`src/rtl/pipe_test_sequencer.sv`:
```
// On-chip stimulus sequencer and checker for the two-stage registered gate datapath.
// Drives counter/LFSR vectors on a_out and compares dut_b against a cycle-accurate model.
module pipe_test_sequencer #(
  parameter int CNT_W   = 8,
  parameter bit SAT_ERR = 1'b1
) (
  input  logic             clk,
  input  logic             rst,
  input  logic             start,
  input  logic [CNT_W-1:0] num_vec,
  input  logic             mode,
  input  logic [6:0]       seed,
  output logic [6:0]       a_out,
  input  logic             dut_b,
  output logic             busy,
  output logic             done,
  output logic             pass,
  output logic [CNT_W-1:0] err_count,
  output logic [CNT_W-1:0] first_err_idx
);

  typedef enum logic [1:0] {IDLE, RUN, DRAIN, DONE} state_t;

  state_t           state_reg;
  logic [CNT_W-1:0] num_reg;
  logic [CNT_W-1:0] idx_reg;
  logic [CNT_W-1:0] cmp_idx_reg;
  logic             mode_reg;
  logic [6:0]       a_prev_reg;
  logic             vld0_reg;
  logic             vld1_reg;
  logic             exp_reg;
  logic             exp_vld_reg;
  logic             err_seen_reg;

  logic [6:0]       a_next;
  logic [6:0]       seed_eff;
  logic             mismatch;
  logic             err_full;

  function automatic logic f4(input logic [6:0] v);
    return ~(v[0] & v[1]) & ~v[2];
  endfunction

  function automatic logic f5(input logic [6:0] v);
    return v[3] | v[4] | (v[5] & v[6]);
  endfunction

  always_comb begin
    a_next   = mode_reg ? {a_out[5:0], a_out[6] ^ a_out[5]} : a_out + 7'd1;
    // An all-zero LFSR state would lock up, so a zero seed starts at 1.
    seed_eff = (mode && (seed == 7'd0)) ? 7'h01 : seed;
    mismatch = exp_vld_reg && (dut_b != exp_reg);
    err_full = &err_count;
  end

  always_ff @(posedge clk or posedge rst) begin
    if (rst) begin
      state_reg     <= IDLE;
      num_reg       <= '0;
      idx_reg       <= '0;
      cmp_idx_reg   <= '0;
      mode_reg      <= 1'b0;
      a_prev_reg    <= '0;
      vld0_reg      <= 1'b0;
      vld1_reg      <= 1'b0;
      exp_reg       <= 1'b0;
      exp_vld_reg   <= 1'b0;
      err_seen_reg  <= 1'b0;
      a_out         <= '0;
      busy          <= 1'b0;
      done          <= 1'b0;
      pass          <= 1'b0;
      err_count     <= '0;
      first_err_idx <= '0;
    end else begin
      done <= 1'b0;

      // Expected b mirrors the datapath: f4 sees the vector one cycle older than f5.
      a_prev_reg  <= a_out;
      vld1_reg    <= vld0_reg;
      exp_reg     <= f4(a_prev_reg) & f5(a_out);
      exp_vld_reg <= vld0_reg & vld1_reg;

      if (exp_vld_reg) begin
        cmp_idx_reg <= cmp_idx_reg + CNT_W'(1);
      end
      if (mismatch) begin
        if (!(SAT_ERR && err_full)) begin
          err_count <= err_count + CNT_W'(1);
        end
        if (!err_seen_reg) begin
          first_err_idx <= cmp_idx_reg;
        end
        err_seen_reg <= 1'b1;
      end

      case (state_reg)
        IDLE: begin
          if (start) begin
            err_count     <= '0;
            first_err_idx <= '0;
            pass          <= 1'b0;
            err_seen_reg  <= 1'b0;
            if (num_vec >= CNT_W'(2)) begin
              state_reg   <= RUN;
              a_out       <= seed_eff;
              vld0_reg    <= 1'b1;
              num_reg     <= num_vec;
              mode_reg    <= mode;
              idx_reg     <= '0;
              cmp_idx_reg <= '0;
              busy        <= 1'b1;
            end else begin
              state_reg <= DONE;
              done      <= 1'b1;
            end
          end
        end
        RUN: begin
          if (idx_reg == num_reg - CNT_W'(1)) begin
            a_out     <= '0;
            vld0_reg  <= 1'b0;
            state_reg <= DRAIN;
          end else begin
            a_out   <= a_next;
            idx_reg <= idx_reg + CNT_W'(1);
          end
        end
        DRAIN: begin
          // The last compare has just retired once no expected value is pending.
          if (!exp_vld_reg) begin
            state_reg <= DONE;
            busy      <= 1'b0;
            done      <= 1'b1;
            pass      <= !err_seen_reg;
          end
        end
        default: begin
          state_reg <= IDLE;
        end
      endcase
    end
  end

endmodule

```
`config.mk`:
```
export PLATFORM = sky130hd
export DESIGN_NAME = pipe_test_sequencer
export DESIGN_NICKNAME = d
export VERILOG_FILES = /design/src/rtl/pipe_test_sequencer.sv
export SDC_FILE = /design/constraint.sdc
export NUM_CORES = 1
export LEC_CHECK = 0
export CAP_MARGIN = 40
export CORE_MARGIN = 5
export CORE_UTILIZATION = 49
export CTS_CLUSTER_DIAMETER = 60
export DETAILED_ROUTE_END_ITERATION = 8
export PLACE_DENSITY = 0.82
export SLEW_MARGIN = 10
export SYNTH_ARGS = -nofsm -noshare
export SYNTH_HDL_FRONTEND = slang
export SYNTH_SLANG_ARGS = --single-unit
```
`constraint.sdc`:
```
create_clock -name clk -period 2.2 [get_ports clk]
set_input_delay 0.44 -clock clk [delete_from_list [all_inputs] [get_ports clk]]
set_output_delay 0.44 -clock clk [all_outputs]
set_load 0.02 [all_outputs]
```
==> impl_summary.log <==
[metrics] CTS sink cnt: between 60 and 70
[metrics] H-tree Lvls: 3
[metrics] kind of cell adding the most delay to the critical path: simple AND/OR/NAND/NOR gates
[metrics] most area-hungry cell type in the Yosys netlist: dfrtp_1
[metrics] net switching component of the power: 2.16 mW
[metrics] total design power: 5.56 mW
[metrics] commonest non-fill, non-tap cell in the layout: dfrtp_1
[metrics] run status: complete, but fails checks
[metrics] worst reg2reg path startpoint: num_reg[0]
[metrics] crit path cell chain: buf_4 -> buf_4 -> nor2_2 -> a221o_1 -> nand2_1 -> o2111a_2 -> or4_1 -> a21oi_1
[metrics] Total Nets Final: about 420
[metrics] number of nets produced by synthesis: 354
[metrics] CTS Hold Buffers Added: 0
[metrics] CTS clk-pin slew, worst paths: 0.06 ns
[metrics] worst hold margin: around 0.40 ns
[metrics] required time of the critical path: 2.46 ns
[metrics] synthesized area divided by synthesized cell count: 9.93 um^2
[metrics] vertical die dimension: 91.0 um
[metrics] count of state elements after synthesis: 61
[metrics] commonest register cell after synthesis: dfrtp_1
[metrics] slowest cell on the critical path: or4_1
[metrics] number of fill cells: approximately 520
[metrics] Total Wirelength: 7.38 mm
[metrics] Slew @ Worst Pin: 0.477 ns
[metrics] synth warn: 0
[metrics] mapped cell area: 3220 um^2
[metrics] Horiz. Die Dim: 91.0 um
[metrics] maximum resistive drop on vdd: approximately 740 uV
[metrics] area enclosed by the die boundary: around 8300 um^2
[metrics] relative contribution of the clock network to total power: 19.3%
[metrics] overall via count from detail_route: 2,706
[metrics] reported leakage power: ~1.9 nW
[metrics] count of flip-flops with a built-in enable after synthesis: 0
[metrics] Port Buffers: 45
[metrics] number of global-route vias before repair: 2,675
[metrics] Register-to-Register Setup Slack: -0.02 ns
[metrics] Non-Filler Cell Area, Final: 4220 um^2
[metrics] GRT Util Overall: 17.6%
[metrics] Std-Cell Core Area: 6390 um^2
[metrics] most used cells in the layout excluding fill and tap cells: 61 x dfrtp_1, 43 x clkdlybuf4s50_1, 38 x nor2_1
[metrics] setup repair after global routing missed its margin: yes
[metrics] Post-DP HPWL: 5.08 mm
[metrics] remaining antenna violation count: 0
[metrics] top post-synthesis cells by area: dfrtp_1 47%, nor2_1 4.5%, mux2i_1 4.0%, ha_1 3.9%, nand2_1 3.5%
[metrics] Skew-Pair Late Insertion Delay: 0.33 ns
[metrics] maximum number of pins on one net before global-route repair: 62
[metrics] most frequent cell on the critical path: buf_4
[metrics] multi-input logic area: 1680 um^2
[metrics] Setup Viol. Count Final: 1
[metrics] delay of the slowest cell on the worst path: 0.51 ns
[metrics] cell at the root of the clock tree: clkbuf_8
[metrics] number of diodes added for antenna fixing: 0
[metrics] First DRT Iteration DRCs: 76
[metrics] sequential cell area fraction in the yosys report: 47.4%
[metrics] post-place instance area: 3870 um^2
[metrics] Ports: 46
[metrics] pwr/cell area: between 1000 and 1500 nW/um^2
[metrics] type of destination of the critical path: flop
[metrics] share of flip-flops with an asynchronous set or reset: between 90% and 100%
[metrics] synth unique cells: 54
[metrics] Period minus WS final: 2.22 ns
[metrics] Area Overhead vs Synth: 31.1%
[metrics] area of all sequential standard cells: 1530 um^2
[metrics] Hold/Removal Path Class: flop to flop
[metrics] via-per-instance ratio: 5.70
[metrics] launch point of the worst hold path: a_prev_reg[2]
[metrics] timing-limited maximum frequency: 451 MHz
[metrics] share of the synthesized area in the top cell type: 47.4%
[metrics] buffer depth of the longest clock path: 2
[metrics] TritonCTS clock tree: yes
[metrics] Hold Vio Cnt, Final: 0
[metrics] switching part of the total: 38.8%
[metrics] number of placement rows: 29
[metrics] Worst Hold Endpoint: exp_reg
[metrics] critical path data arrival time: 2.47 ns
[metrics] worst setup margin: -0.0152 ns
[metrics] antenna violations before repair: 0
[metrics] clock tree skew after final layout: ~0.0072 ns
[metrics] global-route wire length before repair: 12.2 mm
[metrics] Comb pwr share: 47.0%
[metrics] Congestion Overflow GR: 0
[metrics] fraction of layout instances using a drive strength above 1: between 15 and 20%
[metrics] Min-Delay Path Depth: 1
[metrics] period utilisation layout: 101%
[metrics] startpoint type of the worst setup path: flop
[metrics] maximum fanout along the worst path: 5
[metrics] number of max-slew violations in the final report: 0
[metrics] Final Wtd Congestion: around 0.85
[metrics] Crit Path Class: flop to flop
[metrics] internal power contribution: 3.40 mW
[metrics] final sum of negative setup slack: -0.0152 ns
[metrics] endpoint of the worst register-to-register path: idx_reg[6]
[metrics] gate count after technology mapping: 324
[metrics] final core utilization: 66.0%
[metrics] first drt pass iteration count: 4
[metrics] worst path bufs/invs: 2
[metrics] cells on worst reg2reg path: 8
[metrics] post-detailed-route DRC marker count: 0
[metrics] violated checks: negative setup slack
[metrics] worst slew margin relative to its limit: 68.2%
[metrics] CTS buffer count: 9
[metrics] WL per Instance: roughly 16 um
[metrics] starting utilization of the core area: slightly above 50%
[metrics] fraction of power consumed by sequential logic: 33.7%
[metrics] number of max-capacitance violations reported: 0
[worst max path at each step]
stage                           from           end  slack [ns]  cells past startpoint
after floorplan           num_reg[0]  state_reg[1]        0.05                      8
after global placement    num_vec[4]      a_out[0]       -0.35                      7
after detailed placement  num_vec[4]      a_out[0]       -0.42                      7
after CTS                 num_reg[0]      a_out[0]       -0.02                      8
after global routing      num_reg[0]    idx_reg[6]       -0.07                      8
final                     num_reg[0]    idx_reg[6]       -0.02                      8
[Yosys cell counts (2+ instances only)]
library cell,instances
a22oi_1,5
nor2b_1,4
o31ai_1,5
nor2_1,39
nor4_1,3
a211oi_1,3
and4_1,2
xor2_1,11
o21ai_1,2
and2_1,3
or3_1,5
clkbuf_1,6
o2111ai_1,2
a21oi_1,14
nand2_1,30
nand4_1,7
nor3_1,5
inv_1,12
nand3_1,10
o22ai_1,2
a31oi_1,3
xnor2_1,11
buf_6,3
mux2_2,8
o21a_1,2
o21ai_0,15
buf_2,2
mux2i_1,13
or4_1,2
dfrtp_1,61
ha_1,10
nand2b_1,2
[layout make-up]
class,instances,area share (%)
Clock inverter,4,1.72
Timing Repair Buffer,70,15.7
Inverter,12,1.07
Sequential cell,61,36.2
Clock buffer,11,3.35
Tap cell,77,2.28
Multi-Input combinational cell,240,39.7
[stage by stage]
stage	instances	setup slack, ns
final	475	-0.0152
after global routing	475	-0.0711
after CTS	470	-0.0215
after detailed placement	454	-0.417
after global placement	454	-0.355
after floorplan	324	0.0508
[power groups by stage]
| stage | Clock (mW) | Combinational [mW] | Sequential, mW |
|---|---|---|---|
| after floorplan | 0 | 1.45 | 1.93 |
| after global placement | 0 | 2.26 | 1.86 |
| after detailed placement | 0 | 2.35 | 1.88 |
| after CTS | 1.10 | 2.42 | 1.86 |
| after global routing | 1.15 | 2.87 | 1.93 |
| final | 1.08 | 2.61 | 1.88 |
[what timing repair did]
item | 4_1_cts | 5_1_grt
setup endpoints to repair | 10 | 22
gates cloned | 0 | 1
pin swaps | 7 | 9
resized for setup | 8 | 15
buffers inserted | 1 | 4
[metal layers]
metal,vias up,GRT usage [%],routed length (um)
li1,1300,-,-
met1,1312,21.3,3140
met2,75,30.0,3620
met3,19,5.54,420
met4,0,5.75,205
met5,-,0,0
[cell families (layout without fill, tap and decap cells)]
family          after synthesis  after routing  share of synthesized area (%)
fa+ha+maj                    10             10                           3.89
flops                        61             61                           47.4
compound gates               66             67                           14.0
buf+inv                      24             97                           3.69
mux                          21             21                           6.84
xor+xnor                     22             22                           5.99
simple gates                120            120                           18.1
Power figures use the tool's default switching activity.
